<file path="config.mk">
export PLATFORM = sky130hd
export DESIGN_NAME = p2s_shift_out_flat
export DESIGN_NICKNAME = d
export VERILOG_FILES = /design/src/rtl/p2s_shift_out_if.sv /design/src/rtl/p2s_shift_out.sv /design/src/flat_wrapper.sv
export SDC_FILE = /design/constraint.sdc
export NUM_CORES = 1
export LEC_CHECK = 0
export CORE_AREA = 2 2 67 69
export DETAILED_ROUTE_END_ITERATION = 8
export DIE_AREA = 0 0 69 71
export PLACE_DENSITY = 0.81
export SLEW_MARGIN = 5
export SYNTH_ARGS = -nofsm -noshare
export SYNTH_HDL_FRONTEND = slang
export SYNTH_SLANG_ARGS = --single-unit
</file>
<file path="constraint.sdc">
create_clock -name clk -period 2.1 [get_ports clk]
set_clock_uncertainty 0.05 [all_clocks]
set_input_delay 0.63 -clock clk [delete_from_list [all_inputs] [get_ports clk]]
set_output_delay 0.63 -clock clk [all_outputs]
set_load 0.05 [all_outputs]
</file>
<file path="src/rtl/p2s_shift_out_if.sv">
// Parallel-word handshake and serial-chain outputs of the p2s_shift_out reader.
// The master drives start/D; the slave returns status and drives the serial chain.
interface p2s_shift_out_if #(
  parameter int unsigned DATA_W = 32
);
  logic              start;
  logic [DATA_W-1:0] D;
  logic              busy;
  logic              done;
  logic              sclk;
  logic              sdata;
  logic              slatch;

  modport master (
    output start, D,
    input  busy, done, sclk, sdata, slatch
  );

  modport slave (
    input  start, D,
    output busy, done, sclk, sdata, slatch
  );
endinterface

</file>
<file path="src/rtl/p2s_shift_out.sv">
// Captures a parallel word on start and shifts it out on sdata/sclk.
// After the last bit it strobes slatch so an external SIPO chain presents the word.
module p2s_shift_out #(
  parameter int unsigned DATA_W    = 32,
  parameter int unsigned CLK_DIV   = 2,
  parameter bit          MSB_FIRST = 1'b1
) (
  input  logic            clk,
  input  logic            rst,
  p2s_shift_out_if.slave  bus
);

  localparam int unsigned DIV_W = (CLK_DIV > 1) ? $clog2(CLK_DIV) : 1;
  localparam int unsigned CNT_W = (DATA_W > 1) ? $clog2(DATA_W) : 1;
  localparam logic [DIV_W-1:0] DIV_TC  = DIV_W'(CLK_DIV - 1);
  localparam logic [CNT_W-1:0] BIT_TOP = CNT_W'(DATA_W - 1);

  typedef enum logic [1:0] {
    IDLE  = 2'd0,
    SHIFT = 2'd1,
    LATCH = 2'd2
  } state_e;

  state_e            state_q;
  logic [DIV_W-1:0]  div_q;
  logic [CNT_W-1:0]  bit_q;
  logic [DATA_W-1:0] shadow_q;
  logic [DATA_W-1:0] shadow_d;
  logic              busy_q;
  logic              done_q;
  logic              sclk_q;
  logic              sdata_q;
  logic              slatch_q;
  logic              div_tc;
  logic              first_bit;
  logic              next_bit;

  // Shadow register advances so the next bit to send always sits at the output end.
  always_comb begin
    div_tc    = (div_q == DIV_TC);
    shadow_d  = MSB_FIRST ? (shadow_q << 1) : (shadow_q >> 1);
    first_bit = MSB_FIRST ? bus.D[DATA_W-1] : bus.D[0];
    next_bit  = MSB_FIRST ? shadow_d[DATA_W-1] : shadow_d[0];
  end

  // sclk_q doubles as the divider phase: low half then high half per bit.
  always_ff @(posedge clk) begin
    if (rst) begin
      state_q  <= IDLE;
      div_q    <= '0;
      bit_q    <= '0;
      shadow_q <= '0;
      busy_q   <= 1'b0;
      done_q   <= 1'b0;
      sclk_q   <= 1'b0;
      sdata_q  <= 1'b0;
      slatch_q <= 1'b0;
    end else begin
      done_q <= 1'b0;
      unique case (state_q)
        IDLE: begin
          if (bus.start) begin
            shadow_q <= bus.D;
            bit_q    <= BIT_TOP;
            div_q    <= '0;
            sclk_q   <= 1'b0;
            sdata_q  <= first_bit;
            busy_q   <= 1'b1;
            state_q  <= SHIFT;
          end
        end
        SHIFT: begin
          if (div_tc) begin
            div_q <= '0;
            if (!sclk_q) begin
              sclk_q <= 1'b1;
            end else begin
              sclk_q <= 1'b0;
              if (bit_q != '0) begin
                bit_q    <= bit_q - CNT_W'(1);
                shadow_q <= shadow_d;
                sdata_q  <= next_bit;
              end else begin
                slatch_q <= 1'b1;
                sdata_q  <= 1'b0;
                state_q  <= LATCH;
              end
            end
          end else begin
            div_q <= div_q + DIV_W'(1);
          end
        end
        LATCH: begin
          if (div_tc) begin
            div_q    <= '0;
            slatch_q <= 1'b0;
            busy_q   <= 1'b0;
            done_q   <= 1'b1;
            state_q  <= IDLE;
          end else begin
            div_q <= div_q + DIV_W'(1);
          end
        end
        default: state_q <= IDLE;
      endcase
    end
  end

  assign bus.busy   = busy_q;
  assign bus.done   = done_q;
  assign bus.sclk   = sclk_q;
  assign bus.sdata  = sdata_q;
  assign bus.slatch = slatch_q;

endmodule

</file>
<file path="src/flat_wrapper.sv">
// flat-port wrapper written by rule: the top's interface ports become plain ports
module p2s_shift_out_flat 
#(
  parameter int unsigned DATA_W    = 32,
  parameter int unsigned CLK_DIV   = 2,
  parameter bit          MSB_FIRST = 1'b1
)
  (clk, rst, bus_start, bus_D, bus_busy, bus_done, bus_sclk, bus_sdata, bus_slatch);
  p2s_shift_out_if #(.DATA_W(DATA_W)) bus_i ();
  input  logic clk;
  input  logic rst;
  input wire logic [$bits(bus_i.start)-1:0] bus_start;
  input wire logic [$bits(bus_i.D)-1:0] bus_D;
  output wire logic [$bits(bus_i.busy)-1:0] bus_busy;
  output wire logic [$bits(bus_i.done)-1:0] bus_done;
  output wire logic [$bits(bus_i.sclk)-1:0] bus_sclk;
  output wire logic [$bits(bus_i.sdata)-1:0] bus_sdata;
  output wire logic [$bits(bus_i.slatch)-1:0] bus_slatch;
  assign bus_i.start = bus_start;
  assign bus_i.D = bus_D;
  assign bus_busy = bus_i.busy;
  assign bus_done = bus_i.done;
  assign bus_sclk = bus_i.sclk;
  assign bus_sdata = bus_i.sdata;
  assign bus_slatch = bus_i.slatch;
  p2s_shift_out #(.DATA_W(DATA_W), .CLK_DIV(CLK_DIV), .MSB_FIRST(MSB_FIRST)) u_core (.clk(clk), .rst(rst), .bus(bus_i));
endmodule
</file>
Word-level counts from Yosys, hierarchy flattened
Cells that the tools add are included.
{"block": "word_totals", "regBits": 44, "latchBits": 0, "mem_bits_rw": 0, "rom_bits": 0, "input_bits": 35, "output_inout_bits": 5, "n_memories": 0}
{"block": "op_classes", "n_addsub": 2, "multipliers": 0, "div": 0, "magnitude_cmp": 0, "n_eq_ne": 8, "shifts": 0, "mux": 35, "bitwise": 1, "n_reduce_logical": 15}
{"cell": "2-to-1 mux 31 bit", "count": 4}
{"cell": "case mux 31 bit (2 select lines)", "count": 1}
{"cell": "2-to-1 mux 5 bit", "count": 4}
{"cell": "AND reduction 5 bit", "count": 3}
{"cell": "2-to-1 mux 1 bit", "count": 14}
{"cell": "2-to-1 mux 2 bit", "count": 5}
{"cell": "case mux 1 bit (2 select lines)", "count": 5}
{"cell": "case mux 5 bit (2 select lines)", "count": 1}
{"cell": "!= test 2 x 1 -> 1 bit (second input constant)", "count": 4}
{"cell": "nonzero test 2 bit", "count": 4}
{"cell": "case mux 2 bit (3 select lines)", "count": 1}
{"cell": "AND reduction 3 bit", "count": 2}
{"cell": "nonzero test 5 bit", "count": 1}
{"cell": "subtractor 5 x 1 -> 5 bit (second input constant)", "count": 1}
{"cell": "!= test 2 bit (second input constant)", "count": 2}
{"cell": "AND reduction 4 bit", "count": 1}
{"cell": "OR reduction 2 bit", "count": 2}
{"cell": "== test 2 x 1 -> 1 bit (second input constant)", "count": 1}
{"cell": "== test 2 bit (second input constant)", "count": 1}
{"cell": "zero test 2 bit", "count": 1}
{"cell": "AND reduction 2 bit", "count": 1}
{"cell": "adder 1 bit (second input constant)", "count": 1}
{"cell": "inverter 1 bit", "count": 1}

Logic depth before layout (Yosys ltp)
Gate-level depths: netlist (run 1).
{"block": "depth", "ltp_word": 5, "depth_mapped": 9}

Worst setup path before layout (run 1)
OpenSTA, ideal clock, no wires.
{"block": "synth_path", "kind": "reg2reg", "start": "register u_core.state_q[1]", "end": "register u_core.shadow_q[30]", "setup_time_ns": 0.086, "t_arrival_ns": 1.677, "slack_ns": 0.287, "path_stages_with_launch": 10, "path_buffers": 3, "synth_period_minus_slack_ns": 1.813, "path_cell_list": "dfxtp_1 > inv_1 > ha_1 > buf_2 > a21boi_1 > a211oi_2 > buf_2 > buf_6 > nor2_1 > a211oi_1"}
{"block": "synth_via", "elab_chain_len": 3, "word_cells_on_any_way": 9, "classes_between": "eq/ne (5); mux (1); reduce/logical (3)"}
{"item": "start, declared", "line": "p2s_shift_out.sv:24", "text": "state_e state_q;"}
{"item": "start signal, assigned", "line": "p2s_shift_out.sv:49", "text": "state_q <= IDLE;"}
{"item": "start signal, assigned", "line": "p2s_shift_out.sv:69", "text": "state_q <= SHIFT;"}
{"item": "start signal, assigned", "line": "p2s_shift_out.sv:86", "text": "state_q <= LATCH;"}
{"item": "== test 2 x 1 -> 1 bit / zero test 2 bit (equally long branches)", "line": "p2s_shift_out.sv:60", "text": "unique case (state_q)"}
{"item": "!= test 2 x 1 -> 1 bit (no line) (tied with other cells)"}
{"item": "AND reduction 5 bit (no line)"}
{"item": "end signal, assigned", "line": "p2s_shift_out.sv:63", "text": "shadow_q <= bus.D;"}
{"item": "end signal, assigned", "line": "p2s_shift_out.sv:81", "text": "shadow_q <= shadow_d;"}
{"item": "end, declared", "line": "p2s_shift_out.sv:27", "text": "logic [DATA_W-1:0] shadow_q;"}
Several ways; a longest one is shown, not always the timed one.
A chain may end at the register's enable or synchronous reset.

Final worst setup path (run 1)
{"block": "layout_path", "start": "input bus_start", "end": "register u_core.shadow_q[1]"}
{"block": "layout_via", "elab_chain_len": 2}
{"item": "start, declared", "line": "flat_wrapper.sv:12", "text": "input wire logic [$bits(bus_i.start)-1:0] bus_start;"}
{"item": "!= test 2 bit (no line)"}
{"item": "AND reduction 5 bit (no line)"}
No other way between the ends.

==> results of run 1 <==
sequential cells by signal, summed over array words and instances, names as in the netlist:
name,flops
u_core.bus.sclk,1
u_core.shadow_q,31
u_core.bus.busy,1
u_core.bus.done,1
u_core.state_q,2
u_core.div_q,1
u_core.bus.slatch,1
u_core.bit_q,5
u_core.bus.sdata,1
cell type report:
class	instances	area (um^2)	share of cell area, %
Multi-Input combinational cell	157	1114	41.45
Clock buffer	5	68.82	2.562
Timing Repair Buffer	51	514.2	19.14
Inverter	8	30.03	1.118
Sequential cell	44	882.1	32.84
Clock inverter	2	12.51	0.4658
Tap cell	52	65.06	2.422
report_power, final:
group / switching (mW) / leakage (nW) / internal, mW
Sequential: 0.226 / 0.364 / 1.16
Combinational: 0.924 / 0.599 / 0.826
Clock: 0.295 / 0.0400 / 0.226
cells by family after synthesis:
kind of cell             count (synthesis)
multiplexers                            33
AND/OR/NAND/NOR                         63
flip-flops                              44
buffers and inverters                   25
adder cells (fa/ha/maj)                  6
AO/OA/AOI/OAI                           55
worst max-delay path: stages:
cell and delay, ns:
clkdlybuf4s50_1 0.47, mux2i_1 0.14, a211oi_4 0.33, buf_6 0.17, buf_12 0.15, nor2_1 0.05, a211oi_1 0.23
worst max-delay path by stage:
stage	start	end	slack [ns]	cells after the start
after floorplan	u_core.state_q[1]$_SDFFE_PP0P_	u_core.shadow_q[30]$_SDFFE_PP0P_	0.29	9
after global placement	bus_start	u_core.shadow_q[26]$_SDFFE_PP0P_	-0.07	6
after detailed placement	bus_start	u_core.bit_q[2]$_SDFFE_PP0P_	-0.17	6
after CTS	u_core.bit_q[0]$_SDFFE_PP0P_	u_core.bit_q[2]$_SDFFE_PP0P_	0.11	7
after global routing	u_core.bit_q[0]$_SDFFE_PP0P_	u_core.shadow_q[11]$_SDFFE_PP0P_	-0.02	8
final	bus_start	u_core.shadow_q[1]$_SDFFE_PP0P_	0.09	7
metal layers:
metal  vias up  wire, um
met5         -         0
met4         0        98
met1       843      1950
li1        889         -
met3         8       189
met2        45      2294
placed cells by master, fill, tap and decap left out, types with 5 or more instances in the layout:
master / count
a21oi_1: 7
nor2_1: 38
mux2i_1: 33
clkbuf_8: 5
a211oi_1: 34
buf_4: 13
nand2_1: 10
clkdlybuf4s50_1: 34
inv_1: 8
dfxtp_1: 43
stage by stage:
stage | cell area, um^2 | TNS (ns)
after floorplan | 2088 | 0
after global placement | 2552 | -1.737
after detailed placement | 2552 | -3.050
after CTS | 2634 | 0
after global routing | 2686 | -0.05964
final | 2686 | 0
what timing repair did:
item,4_1_cts,5_1_grt
endpoints found under the setup margin,0,8
setup buffers,0,2
gates resized for setup,0,4
==> run_results.csv, run 1 <==
group,metric,value,unit
layout,diodes,0,
detailed_routing,drc,0,
layout,instances_no_fill,319,
detailed_routing,vias,1785,
global_routing,grt_pass1_wl,7286,um
logic_synthesis,synth_fp_nets,267,
placed_design,numPortBuffers,39,
clock_network,numCtsBuffers,5,
logic_synthesis,synth_top_family_by_area,"compound AO/OA/AOI/OAI gates",
timing,fin_crit,2.006,ns
detailed_routing,wire_per_inst,14.21,um
clock_network,clk_pin_slew,0.08,ns
logic_synthesis,syn_area,0.002088,mm^2
power_and_ir_drop,power.total,3.660,mW
detailed_routing,dr.first_iter.drc_count,101,
global_routing,grt.busiest_layer,"met2",
power_and_ir_drop,peakVddDrop,0.6604,mV
logic_synthesis,synth_warnings,0,
critical_path,required,2.26,ns
clock_network,cts_tree,"built",
timing,setup_violations,0,
logic_synthesis,synth_compound_area_share,19.11,%
critical_path,worstSetupStartpointType,"input port",
global_routing,grt_use_met1,22.62,%
logic_synthesis,synth_xor_area_share,0,%
timing,hold_violations,0,
power_and_ir_drop,p_leak,1.002,nW
run_status,status,"finished clean",
job,max_cap_violations,0,
logic_synthesis,synth-adder-area-share,3.595,%
logic_synthesis,yosys.area_share.simple,13.96,%
detailed_routing,drt_wl_total,4533,um
critical_path,rrSetupSlack,0.10,ns
layout,num-fill-cells,343,
power_and_ir_drop,powerDensity,1362,mW/mm^2
placed_design,place_congestion,0.8168,
clock_network,clkLatencyLatePin,0.30,ns
clock_network,clockBufferDepth,2,
critical_path,regToRegStartpoint,"u_core.bit_q[0]$_SDFFE_PP0P_",
placed_design,pre_cts_slack,-0.1695,ns
global_routing,use_met3,4.274,%
timing,relSlewSlack,75.52,%
global_routing,grt_max_degree,43,
detailed_routing,via_per_inst,5.596,
logic_synthesis,synth_area_leader_cell,"dfxtp_1",
placed_design,dpl.hpwl,2978,um
logic_synthesis,synthTopCellsByArea,"dfxtp_1, mux2i_1, a211oi_1",
worst_hold_path,holdPathEnd,"u_core.bus.sdata$_SDFFE_PP0P_",
timing,worstMarginPinSlew,0.3570,ns
floorplan,die_h,71,um
critical_path,end_kind,"flip-flop",
logic_synthesis,synthMuxAreaShare,15.82,%
logic_synthesis,ys_ff_latch,44,
floorplan,die_area,0.004899,mm^2
layout,post-route-util,63.90,%
timing,clock.fmax,0.4984,GHz
global_routing,antenna_found_initial,0,
logic_synthesis,async_reset_ff_share,0,%
logic_synthesis,synth_area_per_cell,9.240,um^2
timing,holdWs,0.4316,ns
logic_synthesis,synthTopCellsByCount,"dfxtp_1, nor2_1, a211oi_1",
logic_synthesis,yosysTopAreaCellShare,42.18,%
layout,final_nets,308,
floorplan,dieWidth,69,um
clock_network,cts_hold_buf,0,
layout,drive_above_1_share,12.73,%
worst_hold_path,hold_class,"flip-flop to flip-flop",
detailed_routing,firstDrtPassIters,4,
clock_network,cts_max_level,2,
placed_design,placed_cells,309,
clock_network,clock-sinks,44,
floorplan,rows,24,
logic_synthesis,synth.most_common_cell,"dfxtp_1",
detailed_routing,ant_nets,0,
critical_path,cp.arrival,2.17,ns
logic_synthesis,synth_edf_count,0,
critical_path,reg2reg_to,"u_core.shadow_q[1]$_SDFFE_PP0P_",
layout,syn_to_final_growth,28.64,%
floorplan,start_util,49.67,%
logic_synthesis,yosysUniqueCellTypes,31,
floorplan,core_area,0.004204,mm^2
global_routing,overflow,0,
logic_synthesis,synth_cells,226,
clock_network,clock-root-buffer,"clkbuf_8",
logic_synthesis,seq_area_frac_synth,42.18,%
worst_hold_path,hp-start,"u_core.bus.sdata$_SDFFE_PP0P_",
global_routing,grt_usage,18.26,%
critical_path,path_max_fanout,21,
timing,setup_ws,0.09376,ns
timing,period_share,95.54,%
worst_hold_path,whs_path_depth,2,
global_routing,grt_pass1_vias,1644,
critical_path,critPathKind,"input port to flip-flop",
timing,maxSlewViolCount,0,
logic_synthesis,synth_ff_type,"dfxtp_1",
critical_path,ff2ff_path_depth,8,
global_routing,use_met2,31.09,%
floorplan,ios,40,
Power figures use the tool's default switching activity.
==> run 2: changes to the inputs <==
--- a/config.mk
+++ b/config.mk
@@ -5,7 +5,9 @@
 export SDC_FILE = /design/constraint.sdc
 export NUM_CORES = 1
 export LEC_CHECK = 0
+export CAP_MARGIN = 20
 export CORE_AREA = 2 2 67 69
+export CTS_CLUSTER_DIAMETER = 50
 export DETAILED_ROUTE_END_ITERATION = 8
 export DIE_AREA = 0 0 69 71
 export PLACE_DENSITY = 0.81
==> results of run 2 <==
No change in the layout: final DEF, timing and power equal those of run 1.
==> run 3: changes to the inputs <==
--- a/config.mk
+++ b/config.mk
@@ -5,7 +5,6 @@
 export SDC_FILE = /design/constraint.sdc
 export NUM_CORES = 1
 export LEC_CHECK = 0
-export CAP_MARGIN = 20
 export CORE_AREA = 2 2 67 69
 export CTS_CLUSTER_DIAMETER = 50
 export DETAILED_ROUTE_END_ITERATION = 8
==> results of run 3 <==
No change in the layout: final DEF, timing and power equal those of run 1.
